`src/rtl/sky130_gpio_mode_seq.sv`:
```
// Glitch-safe run-time mode sequencer for one Sky130 Openframe GPIO pad.
// Optional `GPIO_SEQ_LOCK_EN adds a sticky lock input that rejects all requests until reset.
module sky130_gpio_mode_seq #(
  parameter logic [2:0] RESET_MODE    = 3'd1,
  parameter int         SETTLE_CYCLES = 4,
  parameter int         CNT_W         = 8
) (
  input  logic       clk,
  input  logic       rst_n,
`ifdef GPIO_SEQ_LOCK_EN
  input  logic       lock,
`endif
  input  logic       req_valid,
  output logic       req_ready,
  input  logic [2:0] req_mode,
  input  logic [1:0] req_analog,
  output logic       busy,
  output logic       done,
  output logic       err,
  output logic [2:0] cur_mode,
  input  logic       io_out,
  input  logic       io_oeb,
  output logic       io_in,
  input  logic       gpio_in,
  output logic [2:0] gpio_dm,
  output logic       gpio_inp_dis,
  output logic       gpio_oeb_out,
  output logic       gpio_out_val,
  output logic       gpio_analog_en,
  output logic       gpio_analog_sel,
  output logic       gpio_analog_pol
);

  typedef enum logic [1:0] {IDLE, RELEASE, SETTLE, ENABLE} state_t;

  typedef struct packed {
    logic [2:0] dm;
    logic       inp_dis;
    logic       oeb;
    logic       out;
    logic       an_en;
    logic       an_sel;
    logic       an_pol;
    logic       out_pt;  // out_val follows io_out
    logic       oeb_pt;  // oeb_out follows io_oeb
  } pad_cfg_t;

  function automatic pad_cfg_t decode(input logic [2:0] m, input logic [1:0] an);
    pad_cfg_t c;
    c = '0;
    case (m)
      3'd0: begin c.inp_dis = 1'b1; c.oeb = 1'b1; c.an_en = 1'b1; {c.an_sel, c.an_pol} = an; end
      3'd1: begin c.dm = 3'b001; c.oeb = 1'b1; end
      3'd2: c.dm = 3'b011;
      3'd3: begin c.dm = 3'b010; c.out = 1'b1; end
      3'd4: begin c.dm = 3'b110; c.inp_dis = 1'b1; c.out_pt = 1'b1; end
      3'd5: begin c.dm = 3'b110; c.out_pt = 1'b1; c.oeb_pt = 1'b1; end
      default: c.oeb = 1'b1;
    endcase
    return c;
  endfunction

  state_t           state_q, state_d;
  pad_cfg_t         cfg_q, cfg_d, new_cfg;
  logic [2:0]       cur_q, cur_d, new_mode_q, new_mode_d;
  logic [1:0]       new_an_q, new_an_d;
  logic [CNT_W-1:0] cnt_q, cnt_d;
  logic             done_q, done_d, err_q, err_d;
  logic             locked;

`ifdef GPIO_SEQ_LOCK_EN
  logic lock_q;
  always_ff @(posedge clk or negedge rst_n) begin
    if (!rst_n) lock_q <= 1'b0;
    else if (lock) lock_q <= 1'b1;
  end
  assign locked = lock_q | lock;
`else
  assign locked = 1'b0;
`endif

  assign new_cfg = decode(new_mode_q, new_an_q);

  always_ff @(posedge clk or negedge rst_n) begin
    if (!rst_n) begin
      state_q    <= IDLE;
      cfg_q      <= decode(RESET_MODE, 2'b00);
      cur_q      <= RESET_MODE;
      new_mode_q <= RESET_MODE;
      new_an_q   <= 2'b00;
      cnt_q      <= '0;
      done_q     <= 1'b0;
      err_q      <= 1'b0;
    end else begin
      state_q    <= state_d;
      cfg_q      <= cfg_d;
      cur_q      <= cur_d;
      new_mode_q <= new_mode_d;
      new_an_q   <= new_an_d;
      cnt_q      <= cnt_d;
      done_q     <= done_d;
      err_q      <= err_d;
    end
  end

  always_comb begin
    state_d    = state_q;
    cfg_d      = cfg_q;
    cur_d      = cur_q;
    new_mode_d = new_mode_q;
    new_an_d   = new_an_q;
    cnt_d      = cnt_q;
    done_d     = 1'b0;
    err_d      = 1'b0;
    case (state_q)
      IDLE: if (req_valid) begin
        if (req_mode > 3'd5 || locked) err_d = 1'b1;
        else if (req_mode == cur_q && req_mode != 3'd0) done_d = 1'b1;
        else begin
          // Drop drive first, keeping the old dm until the pad is tristated.
          new_mode_d    = req_mode;
          new_an_d      = req_analog;
          cfg_d.oeb     = 1'b1;
          cfg_d.out     = 1'b0;
          cfg_d.an_en   = 1'b0;
          cfg_d.out_pt  = 1'b0;
          cfg_d.oeb_pt  = 1'b0;
          state_d       = RELEASE;
        end
      end
      RELEASE: begin
        cfg_d.dm      = new_cfg.dm;
        cfg_d.inp_dis = new_cfg.inp_dis;
        cfg_d.an_sel  = new_cfg.an_sel;
        cfg_d.an_pol  = new_cfg.an_pol;
        cnt_d         = CNT_W'(SETTLE_CYCLES - 1);
        state_d       = SETTLE;
      end
      SETTLE: begin
        if (cnt_q == '0) begin
          cfg_d   = new_cfg;
          cur_d   = new_mode_q;
          done_d  = 1'b1;
          state_d = ENABLE;
        end else begin
          cnt_d = cnt_q - CNT_W'(1);
        end
      end
      ENABLE: state_d = IDLE;
      default: state_d = IDLE;
    endcase
  end

  assign req_ready       = (state_q == IDLE);
  assign busy            = ~req_ready;
  assign done            = done_q;
  assign err             = err_q;
  assign cur_mode        = cur_q;
  assign io_in           = gpio_in;
  assign gpio_dm         = cfg_q.dm;
  assign gpio_inp_dis    = cfg_q.inp_dis;
  assign gpio_oeb_out    = cfg_q.oeb_pt ? io_oeb : cfg_q.oeb;
  assign gpio_out_val    = cfg_q.out_pt ? io_out : cfg_q.out;
  assign gpio_analog_en  = cfg_q.an_en;
  assign gpio_analog_sel = cfg_q.an_sel;
  assign gpio_analog_pol = cfg_q.an_pol;

endmodule
```
`config.mk`:
```
export PLATFORM = sky130hd
export DESIGN_NAME = sky130_gpio_mode_seq
export DESIGN_NICKNAME = d
export VERILOG_FILES = /design/src/rtl/sky130_gpio_mode_seq.sv
export SDC_FILE = /design/constraint.sdc
export NUM_CORES = 1
export LEC_CHECK = 0
export ABC_AREA = 0
export CAP_MARGIN = 30
export CORE_UTILIZATION = 52
export CTS_CLUSTER_SIZE = 10
export DETAILED_ROUTE_END_ITERATION = 10
export PLACE_DENSITY = 0.79
export SLEW_MARGIN = 0
export SYNTH_ARGS = -nofsm -noshare
export SYNTH_HDL_FRONTEND = slang
export SYNTH_SLANG_ARGS = --single-unit
```
`constraint.sdc`:
```
create_clock -name clk -period 2.2 [get_ports clk]
set_input_delay 0.22 -clock clk [delete_from_list [all_inputs] [get_ports clk]]
set_output_delay 0.22 -clock clk [all_outputs]
set_load 0.01 [all_outputs]
```
==> results of run 1 <==
[state kept, by name (all words and copies together) (netlist names)]
| name | count |
|---|---|
| cnt_q | 8 |
| cfg_q | 4 |
| cur_mode | 3 |
| gpio_dm | 3 |
| new_mode_q | 3 |
| new_an_q | 2 |
| state_q | 2 |
| done | 1 |
| err | 1 |
| gpio_analog_en | 1 |
| gpio_analog_pol | 1 |
| gpio_analog_sel | 1 |
| gpio_inp_dis | 1 |
[logic make-up after synthesis]
kind of cell / synth area share (%)
adder cells (fa/ha/maj): 3.09
AND/OR/NAND/NOR: 15.5
buffers and inverters: 5.79
XOR/XNOR: 3.78
flip-flops: 48.2
multiplexers: 6.95
AO/OA/AOI/OAI: 16.7
[power by group through the flow]
stage / clock (W) / sequential (W) / combinational [W]
floorplan: 0 / 0.000820 / 0.000779
global placement: 0 / 0.000872 / 0.00108
detailed placement: 0 / 0.000879 / 0.00112
finish: 0.000429 / 0.000872 / 0.00115
global route: 0.000464 / 0.000894 / 0.00125
CTS: 0.000435 / 0.000870 / 0.00114
[final timing paths]
| check | from | end | slack (ps) | cells after the start |
|---|---|---|---|---|
| min in group clk | gpio_in | io_in | 440 | 0 |
| hold / removal | rst_n | cnt_q[1] | 270 | 2 |
| max in group asynchronous | rst_n | cur_mode[0] | 1610 | 2 |
| hold reg to reg | gpio_dm[0] | gpio_dm[0] | 510 | 2 |
| setup / recovery | state_q[1] | cnt_q[7] | 110 | 6 |
| setup reg to reg | state_q[1] | cnt_q[7] | 110 | 6 |
[routing by layer]
metal  routed length [um]  share of wire (%)  vias to the layer above
met5                    0                  0                        -
met3                  224                6.2                        7
met2                 1680                 47                       52
met1                 1630                 45                      628
met4                   63                1.8                        0
li1                     -                  -                      610
[synthesized netlist by cell type (all sizes together) (2+ instances only)]
| master | instances | area (sq um) |
|---|---|---|
| dfstp | 4 | 105 |
| inv | 13 | 48.8 |
| a22o | 2 | 17.5 |
| o211ai | 2 | 15.0 |
| nor4 | 2 | 27.5 |
| clkbuf | 4 | 15.0 |
| buf | 4 | 30.0 |
| o22ai | 3 | 18.8 |
| a2111oi | 2 | 36.3 |
| xnor2 | 4 | 35.0 |
| nand3 | 4 | 20.0 |
| nand2 | 14 | 52.6 |
| o21ai | 14 | 70.1 |
| dfrtp | 27 | 676 |
| o21a | 2 | 15.0 |
| nor4b | 3 | 41.3 |
| nor3 | 6 | 30.0 |
| ha | 4 | 50.1 |
| xor2 | 3 | 26.3 |
| mux2 | 10 | 113 |
| nor2 | 9 | 33.8 |
| a21oi | 6 | 33.8 |
[stage by stage]
stage | util, % | cells | total power [W]
finish | 69.9 | 219 | 0.00245
global route | 69.9 | 219 | 0.00261
CTS | 69.8 | 219 | 0.00245
detailed placement | 67.2 | 211 | 0.00200
global placement | 67.2 | 211 | 0.00196
floorplan | - | 156 | 0.00160
[worst register-to-register path: stages, from the launching register on]
cell	delay [ps]
dfrtp_1	410
inv_1	60
ha_1	280
or3b_2	470
a2111oi_1	490
xnor2_1	190
nor2_1	70
[layout make-up]
| type | instances | area [sq um] |
|---|---|---|
| fillers | 222 | 860 |
| flip-flops and latches | 31 | 781 |
| multi-input cells | 104 | 747 |
| repair buffers | 32 | 303 |
| inverters | 13 | 48.8 |
| clock buffers | 7 | 45.0 |
| well taps | 31 | 38.8 |
| clock inverters | 1 | 30.0 |
==> metrics.yaml, run 1 <==
finish:
  nets: 202
  final_cell_mix: "dfrtp_1 (27), clkdlybuf4s50_1 (25), nand2_1 (14), o21ai_0 (14), inv_1 (13)"
  final_common_cell: "dfrtp_1"
  postLayoutCellArea_sq_um: 1990
  drive_gt1_share_pct: 18.1
  antennaDiodeCount: 0
  syn_to_final_growth_pct: 23.0
global_route:
  grtUsageMet2_pct: 39.4
  grt_pass1_vias: 1311
  grt_pass1_wl_mm: 6.08
  grt_most_used_layer: "met2"
  grtUsageTotal_pct: 24.5
  met3_usage_pct: 5.36
  met1_usage_pct: 32.3
  antenna_found_initial: 0
  grt_max_degree: 32
  grt_overflow: 0
pwr:
  p_sw_w: 0.000964
  power.share.clock_pct: 17.5
  ir_drop_uv: 696
  power.density_nw_per_um2: 1230
  p_leak_nw: 0.858
  combPwrFrac_pct: 46.9
  p_int_w: 0.00149
  pwr-share-seq_pct: 35.6
  switching_share_pct: 39.4
worst_setup_path:
  path_delay_family: "simple AND/OR/NAND/NOR gates"
  cpPeakStageDelay_ps: 490
  worstSetupEndpointType: "flop"
  critPathLaunchType: "flop"
  cp.required_ps: 2420
  crit_arrival_ps: 2310
  critPathKind: "reg -> reg"
  crit_chain: "inv_1 -> ha_1 -> or3b_2 -> a2111oi_1 -> xnor2_1 -> nor2_1"
  crit_fanout: 4
  cp_slowest_cell: "a2111oi_1"
  critPathBufInv: 1
clock_tree:
  post_cts_buffers: 0
  h-tree-depth: 2
  numCtsBuffers: 5
  holdBufCountCts: 0
  clock-sinks: 31
  cts_max_path_buffers: 2
  clock_latency_ps: 340
  clk_pin_slew_ps: 90
  root_buffer: "clkbuf_4"
  cts_resized: 0
  cts_tree: "built"
sta:
  whs_ps: 269
  report.final.slew_viol_count: 0
  rsz0062_at_grt: "no"
  slew_headroom_pct: 66.3
  setup_tns_ps: 0
  final.period_utilization_pct: 95.0
  fin_skew_ps: 10.9
  worst_pin_slew_ps: 502
  setup_ws_ps: 110
  hold_violations: 0
  max_freq_mhz: 478
  post-route-min-period_ps: 2090
  setup_viol: 0
synth:
  avgSynthCellArea_sq_um: 10.4
  synth.ff_latch_count: 31
  synth-async-reset-ratio_pct: 100
  ys.flop_type: "dfrtp_1"
  synth_cells: 156
  syn_area_sq_um: 1620
  synth_edf_count: 0
  yosysSeqAreaShare_pct: 48.2
  synth_warnings: 0
  syn_nets: 171
  ys_types: 40
worst_hold_path:
  hp-class: "in -> async"
placement:
  port_buffers: 25
  post-dp-hpwl_mm: 2.61
  placed_area_sq_um: 1920
  pre_cts_ws_ps: 61.4
  gp_congestion: 0.846
detailed_routing:
  drt_iter0_markers: 44
  vias: 1297
  first_pass_iters: 10
  wirelength_mm: 3.59
  viasPerCell: 5.92
  drc_errors: 1
  routedWlPerCell_um: 16.4
  ant_nets: 0
die:
  initial_utilization_pct: 56.8
  die_y_um: 57.8
  core-area_sq_um: 2850
  fp-row-count: 19
  pin_count: 28
  dieArea_sq_um: 3340
  die_x_um: 57.8
status:
  status: "finished with violations"
  violations: "design-rule violations"
flow_run:
  maxCapViolCount: 0
Note: power is estimated with default switching activity, not from simulation.
==> run 2: changes to the inputs <==
--- a/config.mk
+++ b/config.mk
@@ -6,6 +6,7 @@
 export NUM_CORES = 1
 export LEC_CHECK = 0
 export ABC_AREA = 0
+export ABC_CLOCK_PERIOD_IN_PS = 2200
 export CAP_MARGIN = 30
 export CORE_UTILIZATION = 52
 export CTS_CLUSTER_SIZE = 10
==> results of run 2 <==
The final DEF is identical to that of run 1; final timing and power are the same.
